**src/rtl/conv_pkg.sv**
```systemverilog
// Shared types and elaboration helpers for the convolution row sequencer.
package conv_pkg;

    typedef enum logic [2:0] {
        S_IDLE,
        S_LOAD_K,
        S_STREAM,
        S_DRAIN,
        S_FIN
    } seq_state_t;

    function automatic int out_cols(input int img, input int k, input int s);
        return (img - k) / s + 1;
    endfunction

    // Counter/port width that stays at least 1 bit for degenerate sizes.
    function automatic int cw(input int n);
        return (n > 1) ? $clog2(n) : 1;
    endfunction

    function automatic bit params_ok(input int k, input int img, input int s, input int p);
        return (k >= 1) && (img >= k) && (s >= 1) && (s <= k) && (p >= 1) && (p <= 8);
    endfunction

endpackage

```
**src/rtl/conv_valid_delay.sv**
```systemverilog
// Fixed-depth delay line carrying an output-column qualifier and its index.
module conv_valid_delay #(
    parameter int DEPTH = 2,
    parameter int IW    = 5
) (
    input  logic          i_clk,
    input  logic          i_rst_n,
    input  logic          i_flush,
    input  logic          i_vld,
    input  logic [IW-1:0] i_idx,
    output logic          o_vld,
    output logic [IW-1:0] o_idx
);

    logic [DEPTH-1:0]         r_vld;
    logic [DEPTH-1:0][IW-1:0] r_idx;

    always_ff @(posedge i_clk or negedge i_rst_n) begin
        if (!i_rst_n) begin
            r_vld <= '0;
            r_idx <= '0;
        end else if (i_flush) begin
            r_vld <= '0;
            r_idx <= '0;
        end else begin
            for (int i = DEPTH - 1; i > 0; i--) begin
                r_vld[i] <= r_vld[i-1];
                r_idx[i] <= r_idx[i-1];
            end
            r_vld[0] <= i_vld;
            r_idx[0] <= i_idx;
        end
    end

    assign o_vld = r_vld[DEPTH-1];
    assign o_idx = r_idx[DEPTH-1];

endmodule

```
**src/rtl/conv_row_sequencer.sv**
```systemverilog
// Sequences a convolution row-array through kernel load, column streaming and drain,
// flagging each valid output column after the array pipeline latency.
module conv_row_sequencer
    import conv_pkg::*;
#(
    parameter int KERNEL_SIZE = 5,
    parameter int IMAGE_SIZE  = 28,
    parameter int STRIDE      = 1,
    parameter int PIPE_LAT    = 2
) (
    input  logic                                                i_clk,
    input  logic                                                i_rst_n,
    input  logic                                                i_start,
    input  logic                                                i_abort,
    output logic                                                o_busy,
    output logic                                                o_done,
    output logic                                                o_kmem_rd,
    output logic [cw(KERNEL_SIZE)-1:0]                          o_kmem_addr,
    output logic                                                o_img_rd,
    output logic [cw(IMAGE_SIZE)-1:0]                           o_img_col_addr,
    output logic                                                o_kernel_load,
    output logic                                                o_valid_in,
    output logic                                                o_out_valid,
    output logic [cw(out_cols(IMAGE_SIZE, KERNEL_SIZE, STRIDE))-1:0] o_out_col
);

    localparam int OUT_COLS = out_cols(IMAGE_SIZE, KERNEL_SIZE, STRIDE);
    localparam int KW = cw(KERNEL_SIZE);
    localparam int CW = cw(IMAGE_SIZE);
    localparam int OW = cw(OUT_COLS);
    localparam int PW = cw(STRIDE);

    if (!params_ok(KERNEL_SIZE, IMAGE_SIZE, STRIDE, PIPE_LAT)) begin : g_bad_params
        $error("conv_row_sequencer: illegal parameter set");
    end

    seq_state_t     r_state;
    logic           r_busy, r_done, r_kmem_rd, r_img_rd, r_kernel_load, r_valid_in;
    logic [KW-1:0]  r_kaddr;
    logic [CW-1:0]  r_col;
    logic [PW-1:0]  r_phase;
    logic [OW-1:0]  r_oidx;
    logic [3:0]     r_drain;
    logic           r_q_vld;
    logic [OW-1:0]  r_q_idx;
    logic           w_flush;

    assign w_flush = i_abort && (r_state != S_IDLE);

    always_ff @(posedge i_clk or negedge i_rst_n) begin
        if (!i_rst_n) begin
            r_state       <= S_IDLE;
            r_busy        <= 1'b0;
            r_done        <= 1'b0;
            r_kmem_rd     <= 1'b0;
            r_img_rd      <= 1'b0;
            r_kernel_load <= 1'b0;
            r_valid_in    <= 1'b0;
            r_kaddr       <= '0;
            r_col         <= '0;
            r_phase       <= '0;
            r_oidx        <= '0;
            r_drain       <= '0;
            r_q_vld       <= 1'b0;
            r_q_idx       <= '0;
        end else begin
            r_done        <= 1'b0;
            r_kernel_load <= r_kmem_rd;
            r_valid_in    <= r_kmem_rd | r_img_rd;
            r_q_vld       <= 1'b0;
            r_q_idx       <= '0;
            // Qualifier is registered alongside valid_in so it enters the delay line in that cycle.
            if (r_img_rd && (r_col >= CW'(KERNEL_SIZE - 1))) begin
                if (r_phase == '0) begin
                    r_q_vld <= 1'b1;
                    r_q_idx <= r_oidx;
                    if (r_oidx != OW'(OUT_COLS - 1))
                        r_oidx <= r_oidx + 1'b1;
                end
                r_phase <= (r_phase == PW'(STRIDE - 1)) ? '0 : r_phase + 1'b1;
            end
            if (w_flush) begin
                r_state       <= S_IDLE;
                r_busy        <= 1'b0;
                r_kmem_rd     <= 1'b0;
                r_img_rd      <= 1'b0;
                r_kernel_load <= 1'b0;
                r_valid_in    <= 1'b0;
                r_q_vld       <= 1'b0;
                r_q_idx       <= '0;
                r_kaddr       <= '0;
                r_col         <= '0;
                r_phase       <= '0;
                r_oidx        <= '0;
                r_drain       <= '0;
            end else begin
                case (r_state)
                    S_IDLE: if (i_start && !i_abort) begin
                        r_state   <= S_LOAD_K;
                        r_busy    <= 1'b1;
                        r_kmem_rd <= 1'b1;
                        r_kaddr   <= '0;
                    end
                    S_LOAD_K: if (r_kaddr == KW'(KERNEL_SIZE - 1)) begin
                        r_state   <= S_STREAM;
                        r_kmem_rd <= 1'b0;
                        r_img_rd  <= 1'b1;
                        r_col     <= '0;
                        r_phase   <= '0;
                        r_oidx    <= '0;
                    end else begin
                        r_kaddr <= r_kaddr + 1'b1;
                    end
                    S_STREAM: if (r_col == CW'(IMAGE_SIZE - 1)) begin
                        r_state  <= S_DRAIN;
                        r_img_rd <= 1'b0;
                        r_drain  <= '0;
                    end else begin
                        r_col <= r_col + 1'b1;
                    end
                    // Last valid_in plus PIPE_LAT delay stages: 1+PIPE_LAT cycles here.
                    S_DRAIN: if (r_drain == 4'(PIPE_LAT)) begin
                        r_state <= S_FIN;
                        r_done  <= 1'b1;
                    end else begin
                        r_drain <= r_drain + 1'b1;
                    end
                    S_FIN: begin
                        r_state <= S_IDLE;
                        r_busy  <= 1'b0;
                    end
                    default: r_state <= S_IDLE;
                endcase
            end
        end
    end

    conv_valid_delay #(.DEPTH(PIPE_LAT), .IW(OW)) u_delay (
        .i_clk   (i_clk),
        .i_rst_n (i_rst_n),
        .i_flush (w_flush),
        .i_vld   (r_q_vld),
        .i_idx   (r_q_idx),
        .o_vld   (o_out_valid),
        .o_idx   (o_out_col)
    );

    assign o_busy         = r_busy;
    assign o_done         = r_done;
    assign o_kmem_rd      = r_kmem_rd;
    assign o_kmem_addr    = r_kaddr;
    assign o_img_rd       = r_img_rd;
    assign o_img_col_addr = r_col;
    assign o_kernel_load  = r_kernel_load;
    assign o_valid_in     = r_valid_in;

endmodule

```
**config.mk**
```make
export PLATFORM = sky130hd
export DESIGN_NAME = conv_row_sequencer
export DESIGN_NICKNAME = d
export VERILOG_FILES = /design/src/rtl/conv_pkg.sv /design/src/rtl/conv_valid_delay.sv /design/src/rtl/conv_row_sequencer.sv
export SDC_FILE = /design/constraint.sdc
export NUM_CORES = 1
export LEC_CHECK = 0
export ABC_AREA = 1
export CORE_MARGIN = 2
export CORE_UTILIZATION = 45
export CTS_CLUSTER_SIZE = 16
export DETAILED_ROUTE_END_ITERATION = 12
export PLACE_DENSITY = 0.76
export RECOVER_POWER = 25
export SETUP_SLACK_MARGIN = 0.5
export SYNTH_ARGS = -nofsm -noshare
export SYNTH_HDL_FRONTEND = slang
export SYNTH_HIERARCHICAL = 1
export SYNTH_SLANG_ARGS = --single-unit
export TNS_END_PERCENT = 30
```
**constraint.sdc**
```tcl
create_clock -name i_clk -period 2.35 [get_ports i_clk]
set_clock_uncertainty 0.05 [all_clocks]
set_input_delay 0.3525 -clock i_clk [delete_from_list [all_inputs] [get_ports i_clk]]
set_output_delay 0.3525 -clock i_clk [all_outputs]
set_load 0.02 [all_outputs]
```
Word-level counts from Yosys, hierarchy flattened:

Index checks and enable logic that the tools add are counted.

* equal/unequal tests: 15
* order comparisons: 1
* bitwise gates (word level): 1
* reduce and logical (&&, ||, !) cells: 17
* muxes and demuxes: 52
* $add $sub $neg: 5

Operators with widths (number)
* $mux 5: 12
* $mux 3: 8
* $ne 3x2->1 const B: 7
* $mux 1: 20
* $reduce_and 3->1: 5
* $reduce_bool 3->1: 5
* $mux 4: 3
* $pmux 3 s4: 1
* $add 5x1->5 const B: 2
* $mux 10: 1
* $pmux 5 s2: 1
* $pmux 4 s2: 1
* $eq 3x2->1 const B: 2
* $eq 3x3->1 const B: 2
* $pmux 1 s2: 3
* $pmux 3 s2: 1
* $eq 5x5->1 const B: 1
* $ge 5x3->1 const B: 1
* $ne 5x5->1 const B: 1
* $add 4x1->4 const B: 1
* $eq 4x2->1 const B: 1
* $reduce_and 4->1: 1
* $add 3x1->3 const B: 1
* $eq 3x1->1 const B: 1
* 7 further kinds: 9

* register bits: 45
* logic and storage cells: 108
* output and inout bits: 20

Longest topological paths before layout:

Gate-level depths: netlist of the first run.

* depth in word-level cells: 7
* gate-level depth with buffers: 9
* depth with buffers taken out: 9

By module:

The synthesis of the first run kept the hierarchy.

By module, submodules not included
* conv_row_sequencer: cells each 214, area an instance 1719.1 µm², sequential area each 825.8 µm², instances 1
* conv_valid_delay: cells each 42, area an instance 439.2 µm², sequential area each 300.3 µm², instances 1

Least setup slack after synthesis of the first run:

Ideal clock, no wire load.

* path kind: register to register
* from: reg r_col[1], in the netlist o_img_col_addr[1]
* to: reg r_state[0]
* required time: 2.183 ns
* slack: 0.870 ns
* path buffers: 0
* period minus slack after synthesis: 1.480 ns
* cell stages (with the launch flop): 9
* data arrival time: 1.313 ns
* library setup time: 0.117 ns
* cell sequence: dfrtp_1 -> ha_1 -> nand2_1 -> nor2_2 -> nor2_4 -> nor2_1 -> nand2_1 -> nand2_1 -> nand2_1

* longest elaborated chain between the ends: 3

Ends and longest elaborated chain
* from (decl): line conv_row_sequencer.sv:40 `logic [CW-1:0] r_col;`
* from (signal assigned): line conv_row_sequencer.sv:119 `r_col <= r_col + 1'b1;`
* $eq 5x5->1: line conv_row_sequencer.sv:114 `S_STREAM: if (r_col == CW'(IMAGE_SIZE - 1)) begin`
* $ne 3x2->1 (no source line)
* $reduce_and 4->1 (no source line)
* to (signal assigned): line conv_row_sequencer.sv:115 `r_state <= S_DRAIN;`
* to (signal assigned): line conv_row_sequencer.sv:123 `r_state <= S_FIN;`
* to (signal assigned): line conv_row_sequencer.sv:129 `r_state <= S_IDLE;`
* to (decl): line conv_row_sequencer.sv:37 `seq_state_t r_state;`

Every way passes these cells.
A chain may end at the register's enable or synchronous reset.

Worst setup path after layout of the first run:

* from: reg r_col[2], in the netlist o_img_col_addr[2]
* to: out o_img_col_addr[2]

RTL lines
* to (decl): line conv_row_sequencer.sv:20 `output logic [cw(IMAGE_SIZE)-1:0] o_img_col_addr,`

No word-level cell between the ends.

==> impl.org, run 1 <==
** Outcome
- The flow ran to the end, and the final reports show no timing, DRC or antenna violations.

** Place
- After legalization and detailed placement, the total HPWL measured 2.588 mm.
- RePlAce Congestion :: 0.8251
- Area after detailed placement :: around 2400 um^2
- The count of buffers added on input and output ports is 23.
- Including well taps, the total number of placed cells is between 300 and 400.

** Routing
- After detailed routing, the number of vias per cell comes to ~4.6.
- Dividing the detail-routed wire length by the instance count gives 10.38 um.
- Violation count after the first detailed-route iteration :: 122
- Routed vias :: 1551
- Aggregate routed wire length :: 3.497 mm
- Antenna-violating nets left :: 0
- The first detailed-routing pass took 4 iterations.
- In the routed design, unresolved DRC markers number 0.

** Timing
- Worst Max-Slew Pin Slew :: between 1 and 1.5 ns
- The count of final max-slew check failures is 0.
- Final worst hold slack :: 0.2589 ns
- For this run, the top clock speed supported by timing is ~560 MHz.
- Tcrit/Tclk final :: 76.53%
- Setup violations remaining at the end of the flow were counted as 0.
- The final-report hold violation count came to 0.
- Rel. slew slack :: 30.16%
- Unrepaired setup endpoints after global routing :: yes
- After routing, the total negative slack on setup checks comes to 0 ns.
- Final worst path period need :: 1.798 ns

** Critical path
- Peak per-stage delay on the critical path :: 0.64 ns
- Launching instance or port of the critical path :: o_img_col_addr[2]
- Path depth of the worst reg2reg path :: 9
- For flop-to-flop paths, the worst setup slack is 0.79 ns.
- Crit-path leading delay family :: buffers and inverters
- Worst flop-to-flop path endpoint :: r_state[0]
- Counting both buffers and inverters, the worst setup path holds a total of 1.
- The worst register-to-register path begins at r_drain[0].
- Crit Path Category :: flip-flop to output pin
- Among all stages on the critical path, the largest delay is contributed by sky130_fd_sc_hd__clkdlybuf4s50_1.
- In this run the worst path has a maximum fanout of 5.
- The signal on the critical path passes through clkdlybuf4s50_1.
- STA classifies the critical path startpoint as a flip-flop.
- Setup crit end :: o_img_col_addr[2]
- In this run the number of cells on the critical path is 1.
- Worst path required time :: 1.95 ns
- CP arrival :: 1.40 ns
- The worst setup path is captured at an output pin.

** Floorplan
- For this configuration, the core starts out at a cell density of 46.31%.
- Area inside the core boundary :: 4661 um^2
- In this run the core area contains 25 standard-cell rows.
- Vertical die dimension :: 73.26 um
- Die Area :: around 5400 um^2
- For this design the top-level I/O count stands at 24.
- The die is between 70 and 80 um wide.

** Layout
- Counting the fill cells in the layout gives 415.
- From synthesis to final layout, the design area changed by 16.35%.
- After the flow finishes, the layout carries non-filler instances totaling 337.
- 0 antenna diodes ended up in the layout.
- At the end of the flow, the number of nets in the layout was 293.
- Fraction of layout cells with a size suffix above 1 :: 9.541%
- Finished Cell Area :: 2511 um^2
- Once layout is complete, the utilization of the core stands at 53.88%.

** Pwr
- In this run the power spent charging and discharging nets is 0.7887 mW.
- Internal Dissipation :: 1.325 mW
- Power density relative to cell area :: between 800 and 900 nW/um^2
- Seq pwr share :: 44.3%
- Net switching is 37.31% of the power.
- IR drop worst, VDD :: roughly 0.39 mV
- Combinational share of power :: around 33%
- Clock network fraction of design power :: between 20% and 30%
- Standby leakage power :: 1.369 nW

** CTS
- After clock tree synthesis, the setup repair step added 0 buffers.
- Clk sinks :: 45
- Buffer type at the clock tree root :: sky130_fd_sc_hd__clkbuf_8
- The clock reaches the later pin of the worst-skew pair after 0.30 ns.
- Total CTS buffers :: 5
- Hold repair after CTS inserted 0 buffers.
- Clock tree from TritonCTS :: built
- The H-tree was split into 2 levels.
- The longest clock path from root to sink contains 2 buffers.
- Clock-pin slew was measured on the worst setup and hold paths at 0.09 ns.

** Synth
- Each instance of the synthesized netlist takes up on average 8.431 um^2.
- Post-synthesis sequential area ratio :: 52.17%
- Post-synth top area share :: 52.17%
- When the netlist entered floorplanning its net count stood at approximately 270.
- Synthesis handed over a netlist of between 200 and 300 instances.
- In the post-synthesis netlist, the biggest area contributors are sky130_fd_sc_hd__dfrtp_1 (52%), sky130_fd_sc_hd__nand2_1 (12%), sky130_fd_sc_hd__inv_1 (7.3%).
- Cell taking the most area after synthesis :: sky130_fd_sc_hd__dfrtp_1
- Yosys reg bits :: 45
- Post-synthesis cell area :: 2158 um^2
- Number of warnings issued by yosys :: 6
- Synthesis instantiated 23 different standard cells from the library.

** Global routing
- The via count of the first global-routing pass is 1400.
- Entering global routing, the biggest net connects 46 pins.
- The first global-routing pass estimated between 6 and 7 mm of wire.
- Final global-route overflow total :: 0
- Overall fraction of global-route tracks in use :: 14.76%
- Antenna violations before repair :: 0

** Flow run
- MaxCap Viol Count :: 0

** Min path
- Hold/Removal Path Class :: input pin to async pin
-- routing by layer --
| metal | GRT usage (%) | wire length (um) | vias up |
|---|---|---|---|
| li1 | - | - | 820 |
| met4 | 8.436 | 47 | 0 |
| met5 | 0 | 0 | - |
| met2 | 23.32 | 1583 | 33 |
| met1 | 18.43 | 1729 | 694 |
| met3 | 3.567 | 137 | 4 |
-- cell type report --
| cell class | count | area [um^2] | area share, % |
|---|---|---|---|
| Multi-Input combinational cell | 159 | 809.5 | 32.24 |
| Timing Repair Buffer | 25 | 240.2 | 9.566 |
| Clock buffer | 5 | 68.82 | 2.740 |
| Tap cell | 54 | 67.56 | 2.691 |
| Sequential cell | 45 | 1126 | 44.84 |
| Clock inverter | 3 | 25.02 | 0.9965 |
| Inverter | 46 | 173.9 | 6.926 |
-- how the worst min path moves through the flow --
stage	cells after the start	to	from	slack, ns
2_1_floorplan	0	o_busy	i_rst_n	0.007
3_3_place_gp	2	u_delay/r_idx[1]	r_q_idx[1]	0.39
3_5_place_dp	2	u_delay/o_idx[0]	u_delay/r_idx[0]	0.40
4_1_cts	2	o_kmem_addr[1]	i_rst_n	0.08
5_1_grt	2	o_kmem_addr[1]	i_rst_n	0.37
6_report	2	o_done	i_rst_n	0.26
-- power groups by stage --
stage          clock [mW]  sequential (mW)  combinational (mW)
5_1_grt             0.532            0.947               0.780
6_report            0.488            0.936               0.690
3_5_place_dp            0            0.949               0.698
4_1_cts             0.505            0.936               0.700
3_3_place_gp            0            0.947               0.677
2_1_floorplan           0             1.01               0.400
-- synth_stat cells --
cell type                  number
sky130_fd_sc_hd__inv_2          3
sky130_fd_sc_hd__dfrtp_1       45
sky130_fd_sc_hd__nand2_2        2
sky130_fd_sc_hd__inv_1         42
sky130_fd_sc_hd__nand2_1       70
sky130_fd_sc_hd__ha_1           7
sky130_fd_sc_hd__nor2_2         1
sky130_fd_sc_hd__a21oi_1        5
sky130_fd_sc_hd__nand3_2        3
sky130_fd_sc_hd__nor2_4         4
sky130_fd_sc_hd__o21ai_0        5
sky130_fd_sc_hd__xor2_1         5
sky130_fd_sc_hd__nor2_1        35
sky130_fd_sc_hd__clkinv_2       1
sky130_fd_sc_hd__nand3b_1       2
sky130_fd_sc_hd__nand2_4        1
sky130_fd_sc_hd__nor3_1         1
sky130_fd_sc_hd__nand4_1        6
sky130_fd_sc_hd__o21ai_2        1
sky130_fd_sc_hd__buf_4          5
sky130_fd_sc_hd__nand3_1        9
sky130_fd_sc_hd__xnor2_1        2
sky130_fd_sc_hd__buf_6          1
-- logic make-up after synthesis --
kind of cell             Yosys count  share of synthesized area [%]
AND/OR/NAND/NOR                  134                          27.88
buffers and inverters             52                          10.32
adder cells (fa/ha/maj)            7                          4.058
flip-flops                        45                          52.17
XOR/XNOR                           7                          2.841
AO/OA/AOI/OAI                     11                          2.724
-- state kept, by name, indices dropped and copies added, names as in the netlist --
register and count:
o_img_col_addr 5, r_oidx 5, r_q_idx 5, u_delay/o_idx 5
u_delay/r_idx 5, r_drain 4, o_kmem_addr 3, r_state 3
u_delay/r_vld 2, o_busy 1, o_done 1, o_img_rd 1
o_kernel_load 1, o_kmem_rd 1, o_valid_in 1, r_phase 1
r_q_vld 1
-- per-stage QoR --
step	setup slack [ns]	power [mW]
after global placement	0.5915	1.624
after detailed placement	0.5094	1.647
final	0.5516	2.114
after CTS	0.5208	2.141
after floorplan	0.8699	1.407
after global routing	0.4942	2.259
-- timing repair --
action,in CTS,in global routing
setup endpoints to repair,0,2
gates resized for setup,0,1
endpoints found under the hold margin,0,0
-- layout by cell type (no fill, tap or decap), drive strengths merged --
| cell type | count |
|---|---|
| clkbuf | 6 |
| clkinvlp | 1 |
| nand3b | 2 |
| nand2 | 73 |
| clkinv | 2 |
| nand4 | 6 |
| inv | 46 |
| buf | 2 |
| dlymetal6s2s | 1 |
| clkdlybuf4s50 | 21 |
| nor2 | 40 |
| o21ai | 6 |
| dfrtp | 45 |
| xor2 | 5 |
| xnor2 | 2 |
| ha | 7 |
| a21oi | 5 |
| nor3 | 1 |
| nand3 | 12 |
Note: power is estimated with default switching activity, not from simulation.
==> inputs of run 2 (changes only) <==
--- a/config.mk
+++ b/config.mk
@@ -10,7 +10,7 @@
 export CORE_UTILIZATION = 45
 export CTS_CLUSTER_SIZE = 16
 export DETAILED_ROUTE_END_ITERATION = 12
-export PLACE_DENSITY = 0.76
+export PLACE_DENSITY = 0.79
 export RECOVER_POWER = 25
 export SETUP_SLACK_MARGIN = 0.5
 export SYNTH_ARGS = -nofsm -noshare
==> constraint.sdc (replaced) <==
create_clock -name i_clk -period 1.45 [get_ports i_clk]
set_clock_uncertainty 0.05 [all_clocks]
set_input_delay 0.2175 -clock i_clk [delete_from_list [all_inputs] [get_ports i_clk]]
set_output_delay 0.2175 -clock i_clk [all_outputs]
set_load 0.02 [all_outputs]
==> impl.org, run 2 (same netlist as run 1, synthesis figures left out) <==
** Layout
- Finished Cell Area :: 2974 um^2 (+18%)
- P&R area growth vs syn :: 37.80%
- In the layout the commonest cells are sky130_fd_sc_hd__nand2_1 (64), sky130_fd_sc_hd__inv_1 (36), sky130_fd_sc_hd__dfrtp_1 (35), sky130_fd_sc_hd__nor2_1 (30), sky130_fd_sc_hd__buf_4 (26).
- The number of cells in the finished layout apart from fillers was 364 (+8.0%).
- The library cell used most frequently in the layout, excluding fill and tap cells, is sky130_fd_sc_hd__nand2_1.
- The antenna diode count was 0 (unchanged).
- Fraction of layout cells with a size suffix above 1 :: 35.81% (+26 points)
- The final net count came to 320 (+9.2%).

** Pwr
- Combinational share of power :: 41.6% (+8.9 points)
- Seq pwr share :: 36.1% (-8.2 points)
- Power density relative to cell area :: 1445 nW/um^2 (+72%)
- The internal power came to 2.738 mW (+110%).
- Switching part of the total :: 36.27% (-1.0 points)
- Clock network fraction of design power :: 22.3% (-0.8 points)
- The switching power was 1.558 mW (+98%).
- Standby leakage power :: 1.573 nW (+15%)
- IR drop worst, VDD :: 0.7575 mV (+96%)

** CTS
- Clk sinks :: 45 (unchanged)
- Clock tree from TritonCTS :: built
- Clock-pin slew on the worst setup and hold paths :: 0.09 ns (about the same)
- The cell sitting at the root of the clock tree is a sky130_fd_sc_hd__clkbuf_8.
- The TritonCTS buffer count came to 5 (unchanged).
- Maximum clock path buffer count :: 2 (unchanged)
- The insertion delay to the later sink of the worst-skew pair was 0.30 ns (about the same).
- H-Tree Level Count :: 2 (unchanged)

** Critical path
- Biggest fanout along the worst timing path :: 5 (unchanged)
- Critical path startpoint category :: flip-flop
- CP arrival :: 1.59 ns (+0.19 ns)
- By instance count, the cell type seen most on the critical path is sky130_fd_sc_hd__nand2_1.
- The worst setup path is captured at a flip-flop.
- Crit-path slowest cell :: sky130_fd_sc_hd__dfrtp_2
- Worst path required time :: 1.59 ns (-0.36 ns)
- The worst setup path is of the flip-flop to flip-flop kind.
- In this design, the largest share of critical-path delay is due to simple AND/OR/NAND/NOR gates.
- Peak per-stage delay on the critical path :: 0.47 ns (-0.17 ns)
- Sum of buffers and inverters on the critical path :: 1 (unchanged)
- Critical path cell sequence :: nor2_4, nand4_1, nand2_1, inv_1, nand3b_1, nand2_1

** Outcome
- The run finished, with violations left.
- The checks that failed: setup timing.

** Place
- Count of buffers from port buffering :: 23 (unchanged)
- RePlAce Congestion :: 0.8954 (+8.5%)
- The HPWL after detailed placement was 2.596 mm (+0.32%).
- The placed instance count is 336 (+2.1%).
- The worst slack after detailed placement is -0.1184 ns (-0.6279 ns).
- Area after detailed placement :: 2546 um^2 (+5.3%)

** Timing
- The total setup violations reported at the end of the flow is 1 (+1).
- Tcrit/Tclk final :: 100.0%
- The headroom to the max-slew limit came to 31.67% (+1.5 points).
- The slack of the critical path was -0.0004378 ns (-0.5520 ns).
- Worst Max-Slew Pin Slew :: 1.025 ns (-0.02272 ns)
- The final-report hold violation count was 0 (unchanged).
- The total negative setup slack was -0.0004378 ns (-0.0004378 ns).
- Setup repair after global routing could not meet its margin everywhere.
- Final worst path period need :: 1.450 ns
- The count of final max-slew check failures is 0 (unchanged).
- Final worst hold slack :: 0.01771 ns (-0.2412 ns)
- Max frequency :: 689.4 MHz

** Routing
- The via count normalized by instance count was 4.758 (+3.4%).
- The DRC violation count after routing came to 0 (unchanged).
- Number of detailed-route iterations in the first pass :: 5 (+1)
- The number of DRC violations after detailed-routing iteration 0 was 74 (-39%).
- Routed len/inst :: 12.09 um (+16%)
- The routed wire length is 4.399 mm (+26%).
- Routed vias :: 1732 (+12%)
- The antenna violation net count after detailed routing came to 0 (unchanged).

** Floorplan
- The die area came to 5366 um^2 (unchanged).
- The top-level port count was 24 (unchanged).
- The horizontal die dimension was 73.26 um (unchanged).
- The die boundary height was 73.26 um (unchanged).
- The standard cell core area is 4661 um^2 (unchanged).
- The effective utilization at floorplan is 46.31% (unchanged).
- The number of placement rows is 25 (unchanged).

** Global routing
- The pin count of the biggest net entering global routing is 31 (-33%).
- Antenna violations before repair :: 0 (unchanged)
- The total global routing overflow came to 0 (unchanged).
- The via count of the first global-routing pass came to 1583 (+13%).
- The overall track demand over capacity in global routing is 16.32% (+1.6 points).
- Global-route wire length before repair :: 6.796 mm (+13%)

** Flow run
- The reported max-cap violation count was 0 (unchanged).

** Min path
- The tightest min-delay check is of the input pin to async pin type.
==> run 2: cell types whose count changed in the layout (fill, tap and decap cells not counted), sizes merged <==
cell	before	now
buf	2	46
bufinv	0	1
clkbuf	6	7
clkdlybuf4s15	0	1
clkdlybuf4s50	21	2
dlygate4sd2	0	1
dlymetal6s2s	1	0
inv	46	45
==> run 2: area by class of cell <==
| type | count | area, um^2 |
|---|---|---|
| Inverter | 46 | 178.9 |
| Sequential cell | 45 | 1139 |
| Timing Repair Buffer | 52 | 500.5 |
| Multi-Input combinational cell | 159 | 973.4 |
| Fill cell | 352 | 1687 |
| Clock buffer | 5 | 68.82 |
| Clock inverter | 3 | 46.29 |
| Tap cell | 54 | 67.56 |
==> run 2: path summary, 6_finish.rpt <==
path                                  from                 to  slack, ns  depth (start not counted)
min in group i_clk              r_q_idx[2]   u_delay/r_idx[2]       0.41                          2
worst min-delay path               i_rst_n  o_img_col_addr[1]       0.02                          1
worst max-delay path            r_state[1]         r_state[0]    -0.0004                          6
worst min register to register  r_q_idx[2]   u_delay/r_idx[2]       0.41                          2
max in group asynchronous          i_rst_n           o_img_rd       0.64                          2
worst max register to register  r_state[1]         r_state[0]    -0.0004                          6
==> run 2: metal layers <==
| layer | vias to the layer above | wire, um | global-route usage, % |
|---|---|---|---|
| met3 | 6 | 198 | 4.252 |
| met1 | 811 | 1909 | 19.72 |
| li1 | 869 | - | - |
| met4 | 0 | 61 | 7.613 |
| met5 | - | 0 | 0 |
| met2 | 46 | 2229 | 27.13 |
==> run 2: repair_timing <==
item                                    CTS  global route
endpoints found under the hold margin    15            15
pin swaps                                12            16
cloned                                    0             1
endpoints found under the setup margin   65            65
gates resized for setup                 125            24
setup buffers                             8            11
==> run 2: stage by stage <==
stage / total power [mW] / utilization [%]
floorplan: 2.332 / -
global placement: 2.747 / 54.63
detailed placement: 2.769 / 54.63
CTS: 3.934 / 59.76
global route: 4.562 / 63.81
finish: 4.296 / 63.81
==> run 2: power by group through the flow <==
stage	clock network (mW)	registers, mW	logic (mW)
3_5_place_dp	0	1.56	1.21
5_1_grt	1.04	1.56	1.96
4_1_cts	0.982	1.54	1.41
6_report	0.959	1.55	1.79
2_1_floorplan	0	1.65	0.683
3_3_place_gp	0	1.56	1.19
